`config.mk`:
```
export PLATFORM = sky130hd
export DESIGN_NAME = imem_loader_flat
export DESIGN_NICKNAME = d
export VERILOG_FILES = /design/src/rtl/imem_loader_if.sv /design/src/rtl/imem_loader.sv /design/src/flat_wrapper.sv
export SDC_FILE = /design/constraint.sdc
export NUM_CORES = 1
export LEC_CHECK = 0
export CAP_MARGIN = 20
export CORE_MARGIN = 5
export CORE_UTILIZATION = 53
export CTS_CLUSTER_DIAMETER = 60
export DETAILED_ROUTE_END_ITERATION = 10
export PLACE_DENSITY_LB_ADDON = 0.25
export SETUP_SLACK_MARGIN = 0.02
export SLEW_MARGIN = 20
export SYNTH_ARGS = -nofsm -noshare
export SYNTH_HDL_FRONTEND = slang
export SYNTH_SLANG_ARGS = --single-unit
export TNS_END_PERCENT = 30
```
`constraint.sdc`:
```
create_clock -name clock -period 3.3 [get_ports clock]
set_clock_uncertainty 0.15 [all_clocks]
set_input_delay 0.66 -clock clock [delete_from_list [all_inputs] [get_ports clock]]
set_output_delay 0.66 -clock clock [all_outputs]
set_load 0.05 [all_outputs]
```
`src/rtl/imem_loader_if.sv`:
```
// Byte-stream input and instruction-memory write bus of the program loader.
//   in_valid/in_ready/in_data : valid/ready byte stream into the loader
//   imem_we/imem_addr/imem_wdata : one-cycle word write into instruction memory
// modport slave is the loader side; modport master is the source/memory side.
interface imem_loader_if #(
  parameter int unsigned ADDR_WIDTH = 32
);
  logic                  in_valid;
  logic                  in_ready;
  logic [7:0]            in_data;
  logic                  imem_we;
  logic [ADDR_WIDTH-1:0] imem_addr;
  logic [31:0]           imem_wdata;

  modport master (
    output in_valid, in_data,
    input  in_ready, imem_we, imem_addr, imem_wdata
  );

  modport slave (
    input  in_valid, in_data,
    output in_ready, imem_we, imem_addr, imem_wdata
  );
endinterface

```
`src/rtl/imem_loader.sv`:
```
// Program loader: consumes a length-prefixed big-endian byte stream, assembles
// 32-bit instruction words and writes them to consecutive word addresses from 0.
// Holds the core stalled until the load completes.
//   clock, reset  : system clock, synchronous active-high reset
//   start         : one-cycle pulse beginning a load (from IDLE, DONE or ERROR)
//   bus           : byte stream in, instruction-memory write out
//   core_hold     : core stall, low only once a load has completed
//   done / error  : load completed / length header exceeded MAX_WORDS
//   words_loaded  : words written by the current load
module imem_loader #(
  parameter int unsigned MAX_WORDS  = 256,
  parameter int unsigned ADDR_WIDTH = 32
) (
  input  logic          clock,
  input  logic          reset,
  input  logic          start,
  imem_loader_if.slave  bus,
  output logic          core_hold,
  output logic          done,
  output logic          error,
  output logic [15:0]   words_loaded
);

  localparam logic [15:0] MAX_N = 16'(MAX_WORDS);

  typedef enum logic [2:0] {
    S_IDLE, S_LEN_HI, S_LEN_LO, S_DATA, S_WRITE, S_DONE, S_ERROR
  } state_t;

  state_t                state_q, state_d;
  logic [15:0]           len_q, len_d;
  logic [31:0]           word_q, word_d;
  logic [1:0]            cnt_q, cnt_d;
  logic [15:0]           idx_q, idx_d;
  logic [15:0]           wl_q, wl_d;
  logic                  ready_q, ready_d;
  logic                  we_q, we_d;
  logic [ADDR_WIDTH-1:0] addr_q, addr_d;
  logic [31:0]           wdata_q, wdata_d;
  logic                  hold_q, hold_d;
  logic                  done_q, done_d;
  logic                  err_q, err_d;
  logic                  fire;
  logic [15:0]           n_full;
  logic [15:0]           idx_inc;

  // State and registered outputs
  always_ff @(posedge clock) begin
    if (reset) begin
      state_q <= S_IDLE;
      len_q   <= '0;
      word_q  <= '0;
      cnt_q   <= '0;
      idx_q   <= '0;
      wl_q    <= '0;
      ready_q <= 1'b0;
      we_q    <= 1'b0;
      addr_q  <= '0;
      wdata_q <= '0;
      hold_q  <= 1'b1;
      done_q  <= 1'b0;
      err_q   <= 1'b0;
    end else begin
      state_q <= state_d;
      len_q   <= len_d;
      word_q  <= word_d;
      cnt_q   <= cnt_d;
      idx_q   <= idx_d;
      wl_q    <= wl_d;
      ready_q <= ready_d;
      we_q    <= we_d;
      addr_q  <= addr_d;
      wdata_q <= wdata_d;
      hold_q  <= hold_d;
      done_q  <= done_d;
      err_q   <= err_d;
    end
  end

  // Next-state and next-output logic
  always_comb begin
    state_d = state_q;
    len_d   = len_q;
    word_d  = word_q;
    cnt_d   = cnt_q;
    idx_d   = idx_q;
    wl_d    = wl_q;
    we_d    = 1'b0;
    addr_d  = addr_q;
    wdata_d = wdata_q;
    fire    = bus.in_valid && ready_q;
    n_full  = {len_q[15:8], bus.in_data};
    idx_inc = idx_q + 16'd1;

    case (state_q)
      S_IDLE: begin
        if (start) state_d = S_LEN_HI;
      end
      S_LEN_HI: begin
        if (fire) begin
          len_d[15:8] = bus.in_data;
          state_d     = S_LEN_LO;
        end
      end
      S_LEN_LO: begin
        if (fire) begin
          len_d[7:0] = bus.in_data;
          if (n_full == 16'd0) begin
            state_d = S_DONE;
          end else if (n_full > MAX_N) begin
            state_d = S_ERROR;
          end else begin
            state_d = S_DATA;
            cnt_d   = 2'd0;
            idx_d   = 16'd0;
          end
        end
      end
      S_DATA: begin
        if (fire) begin
          word_d = {word_q[23:0], bus.in_data};
          cnt_d  = cnt_q + 2'd1;
          // Fourth byte: launch the write so imem_we is high during WRITE
          if (cnt_q == 2'd3) begin
            state_d = S_WRITE;
            we_d    = 1'b1;
            addr_d  = ADDR_WIDTH'(idx_q);
            wdata_d = {word_q[23:0], bus.in_data};
          end
        end
      end
      S_WRITE: begin
        wl_d = idx_inc;
        if (idx_inc == len_q) begin
          state_d = S_DONE;
        end else begin
          state_d = S_DATA;
          idx_d   = idx_inc;
        end
      end
      S_DONE, S_ERROR: begin
        if (start) begin
          state_d = S_LEN_HI;
          wl_d    = 16'd0;
        end
      end
      default: state_d = S_IDLE;
    endcase

    // Status outputs follow the state being entered
    ready_d = (state_d == S_LEN_HI) || (state_d == S_LEN_LO) || (state_d == S_DATA);
    hold_d  = (state_d != S_DONE);
    done_d  = (state_d == S_DONE);
    err_d   = (state_d == S_ERROR);
  end

  assign bus.in_ready   = ready_q;
  assign bus.imem_we    = we_q;
  assign bus.imem_addr  = addr_q;
  assign bus.imem_wdata = wdata_q;
  assign core_hold      = hold_q;
  assign done           = done_q;
  assign error          = err_q;
  assign words_loaded   = wl_q;

endmodule

```
`src/flat_wrapper.sv`:
```
// flat-port wrapper written by rule: the top's interface ports become plain ports
module imem_loader_flat 
#(
  parameter int unsigned MAX_WORDS  = 256,
  parameter int unsigned ADDR_WIDTH = 32
)
  (clock, reset, start, core_hold, done, error, words_loaded, bus_in_valid, bus_in_data, bus_in_ready, bus_imem_we, bus_imem_addr, bus_imem_wdata);
  imem_loader_if #(.ADDR_WIDTH(ADDR_WIDTH)) bus_i ();
  input  logic clock;
  input  logic reset;
  input  logic start;
  output logic core_hold;
  output logic done;
  output logic error;
  output logic [15:0] words_loaded;
  input wire logic [$bits(bus_i.in_valid)-1:0] bus_in_valid;
  input wire logic [$bits(bus_i.in_data)-1:0] bus_in_data;
  output wire logic [$bits(bus_i.in_ready)-1:0] bus_in_ready;
  output wire logic [$bits(bus_i.imem_we)-1:0] bus_imem_we;
  output wire logic [$bits(bus_i.imem_addr)-1:0] bus_imem_addr;
  output wire logic [$bits(bus_i.imem_wdata)-1:0] bus_imem_wdata;
  assign bus_i.in_valid = bus_in_valid;
  assign bus_i.in_data = bus_in_data;
  assign bus_in_ready = bus_i.in_ready;
  assign bus_imem_we = bus_i.imem_we;
  assign bus_imem_addr = bus_i.imem_addr;
  assign bus_imem_wdata = bus_i.imem_wdata;
  imem_loader #(.MAX_WORDS(MAX_WORDS), .ADDR_WIDTH(ADDR_WIDTH)) u_core (.clock(clock), .reset(reset), .start(start), .bus(bus_i), .core_hold(core_hold), .done(done), .error(error), .words_loaded(words_loaded));
endmodule
```
==> results of run 1 <==
final cells by class:
cell class / count / share of cell area
clock buffers: 24 / 0.06462
clock inverters: 5 / 0.01043
inverters: 7 / 0.003534
multi-input cells: 525 / 0.3923
flip-flops and latches: 130 / 0.3501
well taps: 140 / 0.02356
repair buffers: 126 / 0.1555
where the power goes:
group / switching (mW) / leakage (nW) / internal [mW]
sequential: 0.0234 / 1.05 / 1.58
clock: 0.626 / 0.273 / 1.14
combinational: 0.139 / 1.38 / 0.0730
total: 0.789 / 2.70 / 2.79
sequential cells by signal (all words and copies together) (netlist names):
name and flops:
u_core.words_loaded 16, u_core.len_q 16, u_core.core_hold 1, u_core.state_q 3
u_core.word_q 24, u_core.bus.in_ready 1, u_core.idx_q 16, u_core.done 1
u_core.bus.imem_wdata 32, u_core.error 1, u_core.cnt_q 2, u_core.bus.imem_we 1
u_core.bus.imem_addr 16
per-stage QoR:
step / area [um2] / std cells / setup slack (ns)
2_1_floorplan: 5897 / 732 / 0.3501
6_report: 7435 / 957 / 0.2032
3_5_place_dp: 6818 / 925 / 0.1644
5_1_grt: 7435 / 957 / 0.01979
4_1_cts: 7376 / 954 / 0.1274
3_3_place_gp: 6818 / 925 / 0.2307
critical path, cell delays in order, from the launching register on:
cell	delay, ns
dfxtp_1	0.37
buf_4	0.18
nand4_1	0.15
buf_4	0.20
nor2_1	0.16
o32ai_1	0.09
or4b_1	0.53
nor4_4	0.31
and2_4	0.20
buf_4	0.12
buf_12	0.12
nor2_4	0.07
a221o_1	0.31
final timing paths:
kind,start,end,slack [ns],depth (start not counted)
worst max-delay path,u_core.idx_q[0],u_core.idx_q[13],0.20,12
worst min-delay path,u_core.word_q[22],u_core.bus.imem_wdata[30],0.30,2
worst max register to register,u_core.idx_q[0],u_core.idx_q[13],0.20,12
worst min register to register,u_core.word_q[22],u_core.bus.imem_wdata[30],0.30,2
timing repair:
action | in CTS | in global routing
endpoints found under the setup margin | 0 | 3
resized for setup | 0 | 5
setup buffers | 0 | 3
logic make-up (layout without fill, tap and decap cells):
family	after synthesis	after routing	share of synthesized area
other	1	16	0.0006421
flip-flops	130	130	0.4456
adder cells (fa/ha/maj)	2	2	0.004284
XOR/XNOR	25	25	0.04499
multiplexers	10	10	0.01735
AND/OR/NAND/NOR	316	316	0.2485
buffers and inverters	77	162	0.07091
AO/OA/AOI/OAI	156	156	0.1677
cells in the final DEF, fill, tap and decap left out, drive strengths merged, types with 11 or more instances in the layout:
cell type and count:
a21oi 92, and3 15, nand2 185, clkdlybuf4s50 79, conb 16, a22oi 15, nor2 48, nor4 11
xnor2 15, buf 47, dfxtp 130, clkbuf 24
layer usage:
layer | GRT usage | part of all wire
met5 | 0 | 0
met4 | 0.06964 | 0.014
met3 | 0.07263 | 0.085
met2 | 0.3673 | 0.44
met1 | 0.3686 | 0.46
==> reports/qor.yml, run 1 <==
drt:
  vias: 5424
  avgRoutedWirePerCell_um: 17.09
  ant_nets: 0
  first_iter_violations: 557
  drc: 0
  dr.pass1.iters: 6
  vias_per_cell: 5.668
  routed_wl_um: 16360
cts:
  cts_tree: "done"
  cts.clk_slew.worst_paths_ns: 0.05
  cts_max_path_buffers: 2
  clkLatencyLatePin_ns: 0.52
  clock_sinks: 130
  cts.htree.levels: 4
  ctsHoldBuffers: 0
  cts_made_buffers: 17
  cts-root-buf: "clkbuf_8"
power_and_ir_drop:
  power_density_nw_per_um2: 481.9
  power.total_mw: 3.583
  cellLeakagePower_nw: 2.697
  vdd_drop_max_mv: 0.3814
floorplanning:
  die_area_um2: 13220
  die_w_um: 115.0
  initial_utilization: 0.5388
  pin_count: 97
  num_rows: 38
  core_area_um2: 10840
  die_h_um: 115.0
timing:
  setup_tns_ns: 0
  setup_viol_count_final: 0
  slew_headroom: 0.5112
  final_max_slew_viol_count: 0
  final_hold_viol_count: 0
  tightest_slew_ns: 0.7240
  holdWs_ns: 0.3002
  layout_min_cycle_time_ns: 3.097
  final.period_utilization: 0.9384
  max_clock_freq_mhz: 322.9
  rsz0062_at_grt: "false"
placement:
  hpwl_um: 11770
  io_buffers: 80
  gp_congestion: 0.9164
final_layout:
  utilization: 0.6858
  drive_gt1_frac: 0.1138
  final-seq-area_um2: 2603
  insertedDiodeCount: 0
  n_fill_cell: 915
  multi_input_area_um2: 2917
  area_growth_pct: 27.29
  nets: 821
synth:
  synthTopCellsByArea: "dfxtp_1 (45%), nand2_1 (12%), a21oi_1 (7.8%), nor2_1 (3.0%), clkbuf_1 (2.6%)"
  syn_inst: 717
  avgSynthCellArea_um2: 8.146
  ys.flop_type: "dfxtp_1"
  yosysWarnings: 0
  synth_area_um2: 5841
  synth_area_leader_cell: "dfxtp_1"
  synth_edf_count: 0
  yosysTopAreaCellShare: 0.4456
  synthTopCellsByCount: "nand2_1 (184), dfxtp_1 (130), a21oi_1 (91)"
  ys_ff_latch: 130
  ys_seq_area_frac: 0.4456
  synth.distinct_cells: 68
  yosysMostFrequentCell: "nand2_1"
  postSynth.asyncResetShare: 0
global_route:
  grt_pass1_vias: 4907
  antenna_found_initial: 0
  grt_pass1_wl_um: 26210
  grt_max_degree: 62
  overflow: 0
  track_usage: 0.2533
run:
  drv_cap: 0
critical_path:
  required_ns: 3.54
  crit_path_start_kind: "flop"
  end_kind: "flop"
  crit_fanout: 10
  worstPathArrival_ns: 3.34
  critical_path_class: "reg2reg"
outcome:
  outcome: "finished, final reports clean"
min_path:
  hold_class: "reg2reg"
(Power assumes the default switching activity.)
==> run 2: changes to the inputs <==
--- a/config.mk
+++ b/config.mk
@@ -11,6 +11,7 @@
 export CTS_CLUSTER_DIAMETER = 60
 export DETAILED_ROUTE_END_ITERATION = 10
 export PLACE_DENSITY_LB_ADDON = 0.25
+export REMOVE_ABC_BUFFERS = 1
 export SETUP_SLACK_MARGIN = 0.02
 export SLEW_MARGIN = 20
 export SYNTH_ARGS = -nofsm -noshare
==> run 2 against run 1 <==
  * First-iteration DRC count is 33% lower
  * Die area did not move
  * Sequential power is essentially flat
  * Sequential share of layout area grew 0.34 points
  * Global-route usage decreased by 1.2 points
  * Largest power group unchanged
  * Flip-flop and latch count stayed put
  * Critical endpoint is now u_core.core_hold
==> reports/qor.yml, run 2 (synthesized netlist as in run 1, its figures left out) <==
critical_path:
  crit_fanout: 6  # was 10
  cp_slowest_cell: "or4b_1"  # unchanged
  cp_slowest_stage_delay_ns: 0.54  # was 0.53 ns
  crit_path_start_kind: "flop"  # unchanged
  worstReg2RegStart: "u_core.idx_q[1]"  # was u_core.idx_q[0]
  rrSetupSlack_ns: 0.22  # was 0.20 ns
  r2r_end: "u_core.core_hold"  # was u_core.idx_q[13]
  critical_path_class: "reg2reg"  # unchanged
  worstPathArrival_ns: 3.33  # was 3.34 ns
  path_cells: "ha_2, nand3_2, a21oi_1, o2111ai_1, or4b_1, nor4_2, and2_4, o21ai_1, or4_1"  # was buf_4, nand4_1, buf_4, nor2_1, o32ai_1, or4b_1, nor4_4, and2_4, buf_4, buf_12, nor2_4, a221o_1
  required_ns: 3.55  # was 3.54 ns
  end_kind: "flop"  # unchanged
  reg2reg_depth: 9  # was 12
drt:
  ant_nets: 0  # unchanged
  dr.pass1.iters: 5  # was 6
  vias_per_cell: 5.534  # was 5.668
  avgRoutedWirePerCell_um: 16.09  # was 17.09 um
  routed_wl_um: 15270  # was 16360 um
  drc: 0  # unchanged
  first_iter_violations: 372  # was 557
  vias: 5252  # was 5424
timing:
  setup_tns_ns: 0  # unchanged
  layout_min_cycle_time_ns: 3.077  # was 3.097 ns
  setup_viol_count_final: 0  # unchanged
  max_clock_freq_mhz: 325.0  # was 322.9 MHz
  final_hold_viol_count: 0  # unchanged
  final.period_utilization: 0.9323  # was 0.9384
  rsz0062_at_grt: "false"  # unchanged
  tightest_slew_ns: 0.6962  # was 0.7240 ns
  slew_headroom: 0.5359  # was 0.5112
  final_max_slew_viol_count: 0  # unchanged
placement:
  io_buffers: 80  # unchanged
  hpwl_um: 10610  # was 11770 um
  gp_congestion: 0.9066  # was 0.9164
  placed_cell_area_um2: 6746  # was 6818 um2
floorplanning:
  die_h_um: 115.0  # unchanged
  num_rows: 38  # unchanged
  pin_count: 97  # unchanged
  die_area_um2: 13220  # unchanged
  die_w_um: 115.0  # unchanged
  core_area_um2: 10840  # unchanged
  initial_utilization: 0.5388  # unchanged
global_route:
  track_usage: 0.2411  # was 0.2533
  overflow: 0  # unchanged
  antenna_found_initial: 0  # unchanged
  grt_pass1_wl_um: 25360  # was 26210 um
  grt_pass1_vias: 5061  # was 4907
  grt_max_degree: 70  # was 62
cts:
  cts_setup_buffers: 0  # unchanged
  cts_resized: 0  # unchanged
  cts_max_path_buffers: 2  # unchanged
  cts.htree.levels: 4  # unchanged
  cts_tree: "done"  # unchanged
  clock_sinks: 130  # unchanged
  ctsHoldBuffers: 0  # unchanged
  clkLatencyLatePin_ns: 0.52  # about the same
  cts.clk_slew.worst_paths_ns: 0.06  # was 0.05 ns
  cts_made_buffers: 17  # unchanged
  cts-root-buf: "clkbuf_8"  # unchanged
power_and_ir_drop:
  vdd_drop_max_mv: 0.4424  # was 0.3814 mV
  power.total_mw: 3.698  # was 3.583 mW
  power_density_nw_per_um2: 502.1  # was 481.9 nW/um2
  cellLeakagePower_nw: 2.652  # was 2.697 nW
final_layout:
  area_growth_pct: 26.11  # was 27.29%
  largest_register_ffs: 32  # unchanged
  stdcell_area_um2: 7366  # was 7435 um2
  insertedDiodeCount: 0  # unchanged
  n_fill_cell: 900  # was 915
  layout_commonest_cell: "nand2_1"  # unchanged
  utilization: 0.6795  # was 0.6858
  nets: 810  # was 821
  final_cell_mix: "nand2_1 (184), dfxtp_1 (129), a21oi_1 (91)"  # was nand2_1 (184), dfxtp_1 (130), a21oi_1 (91)
  drive_gt1_frac: 0.1100  # was 0.1138
min_path:
  hold_class: "reg2reg"  # unchanged
  worstHoldStart: "u_core.words_loaded[9]"  # was u_core.word_q[22]
  hold-path-cell-count: 2  # unchanged
  hold_path_end: "u_core.words_loaded[9]"  # was u_core.bus.imem_wdata[30]
run:
  drv_cap: 0  # unchanged
outcome:
  outcome: "finished, final reports clean"  # unchanged
run 2: changes by cell type in the layout (fill, tap and decap cells not counted), sizes merged:
cell	previous run	this run
buf	47	36
clkinv	2	7
clkbuf	24	20
bufinv	2	3
inv	7	8
run 2: cell type report:
type / instances / area (um2) / share of cell area
sequential: 130 / 2604 / 0.3535
clock buffer: 20 / 445.4 / 0.06047
multi-input combinational: 525 / 2898 / 0.3934
timing repair buffer: 115 / 1061 / 0.1440
clock inverter: 12 / 156.4 / 0.02123
inverter: 7 / 26.28 / 0.003567
tap: 140 / 175.2 / 0.02378
run 2: power breakdown:
group	internal [mW]	total (mW)	switching (mW)
logic	0.0688	0.206	0.137
registers	1.58	1.60	0.0186
clock network	1.19	1.89	0.700
total	2.84	3.70	0.855
run 2: worst max path at each step:
stage / from / endpoint / slack [ns] / cells after the start
after floorplan: u_core.bus.in_ready / u_core.core_hold / -0.23 / 8
after global placement: u_core.idx_q[0] / u_core.core_hold / 0.22 / 9
after detailed placement: u_core.idx_q[1] / u_core.core_hold / 0.14 / 9
after CTS: u_core.idx_q[1] / u_core.core_hold / 0.12 / 9
after global routing: u_core.idx_q[1] / u_core.core_hold / 0.03 / 9
final: u_core.idx_q[1] / u_core.core_hold / 0.22 / 9
run 2: metal layers:
layer / share of wire / global-route usage / wire [um]
met4: 0.015 / 0.08059 / 231
met1: 0.46 / 0.3230 / 7091
met5: 0 / 0 / 0
met2: 0.47 / 0.3777 / 7168
met3: 0.051 / 0.06579 / 781
run 2: stage by stage:
step / setup slack (ns) / hold WS [ns] / std cells
CTS: 0.1169 / 0.3049 / 949
finish: 0.2233 / 0.2999 / 949
detailed placement: 0.1388 / 0.2947 / 917
floorplan: -0.2330 / 0.2760 / 662
global placement: 0.2172 / 0.2881 / 917
global route: 0.03309 / 0.3275 / 949
run 2: critical path, delay by kind of cell, from the launching register on:
| kind | cells | cell delay (ns) |
|---|---|---|
| DFF | 1 | 0.35 |
| AOI/OAI and AO/OA | 3 | 0.39 |
| and+or+nand+nor | 5 | 1.78 |
| adders and majority gates | 1 | 0.28 |
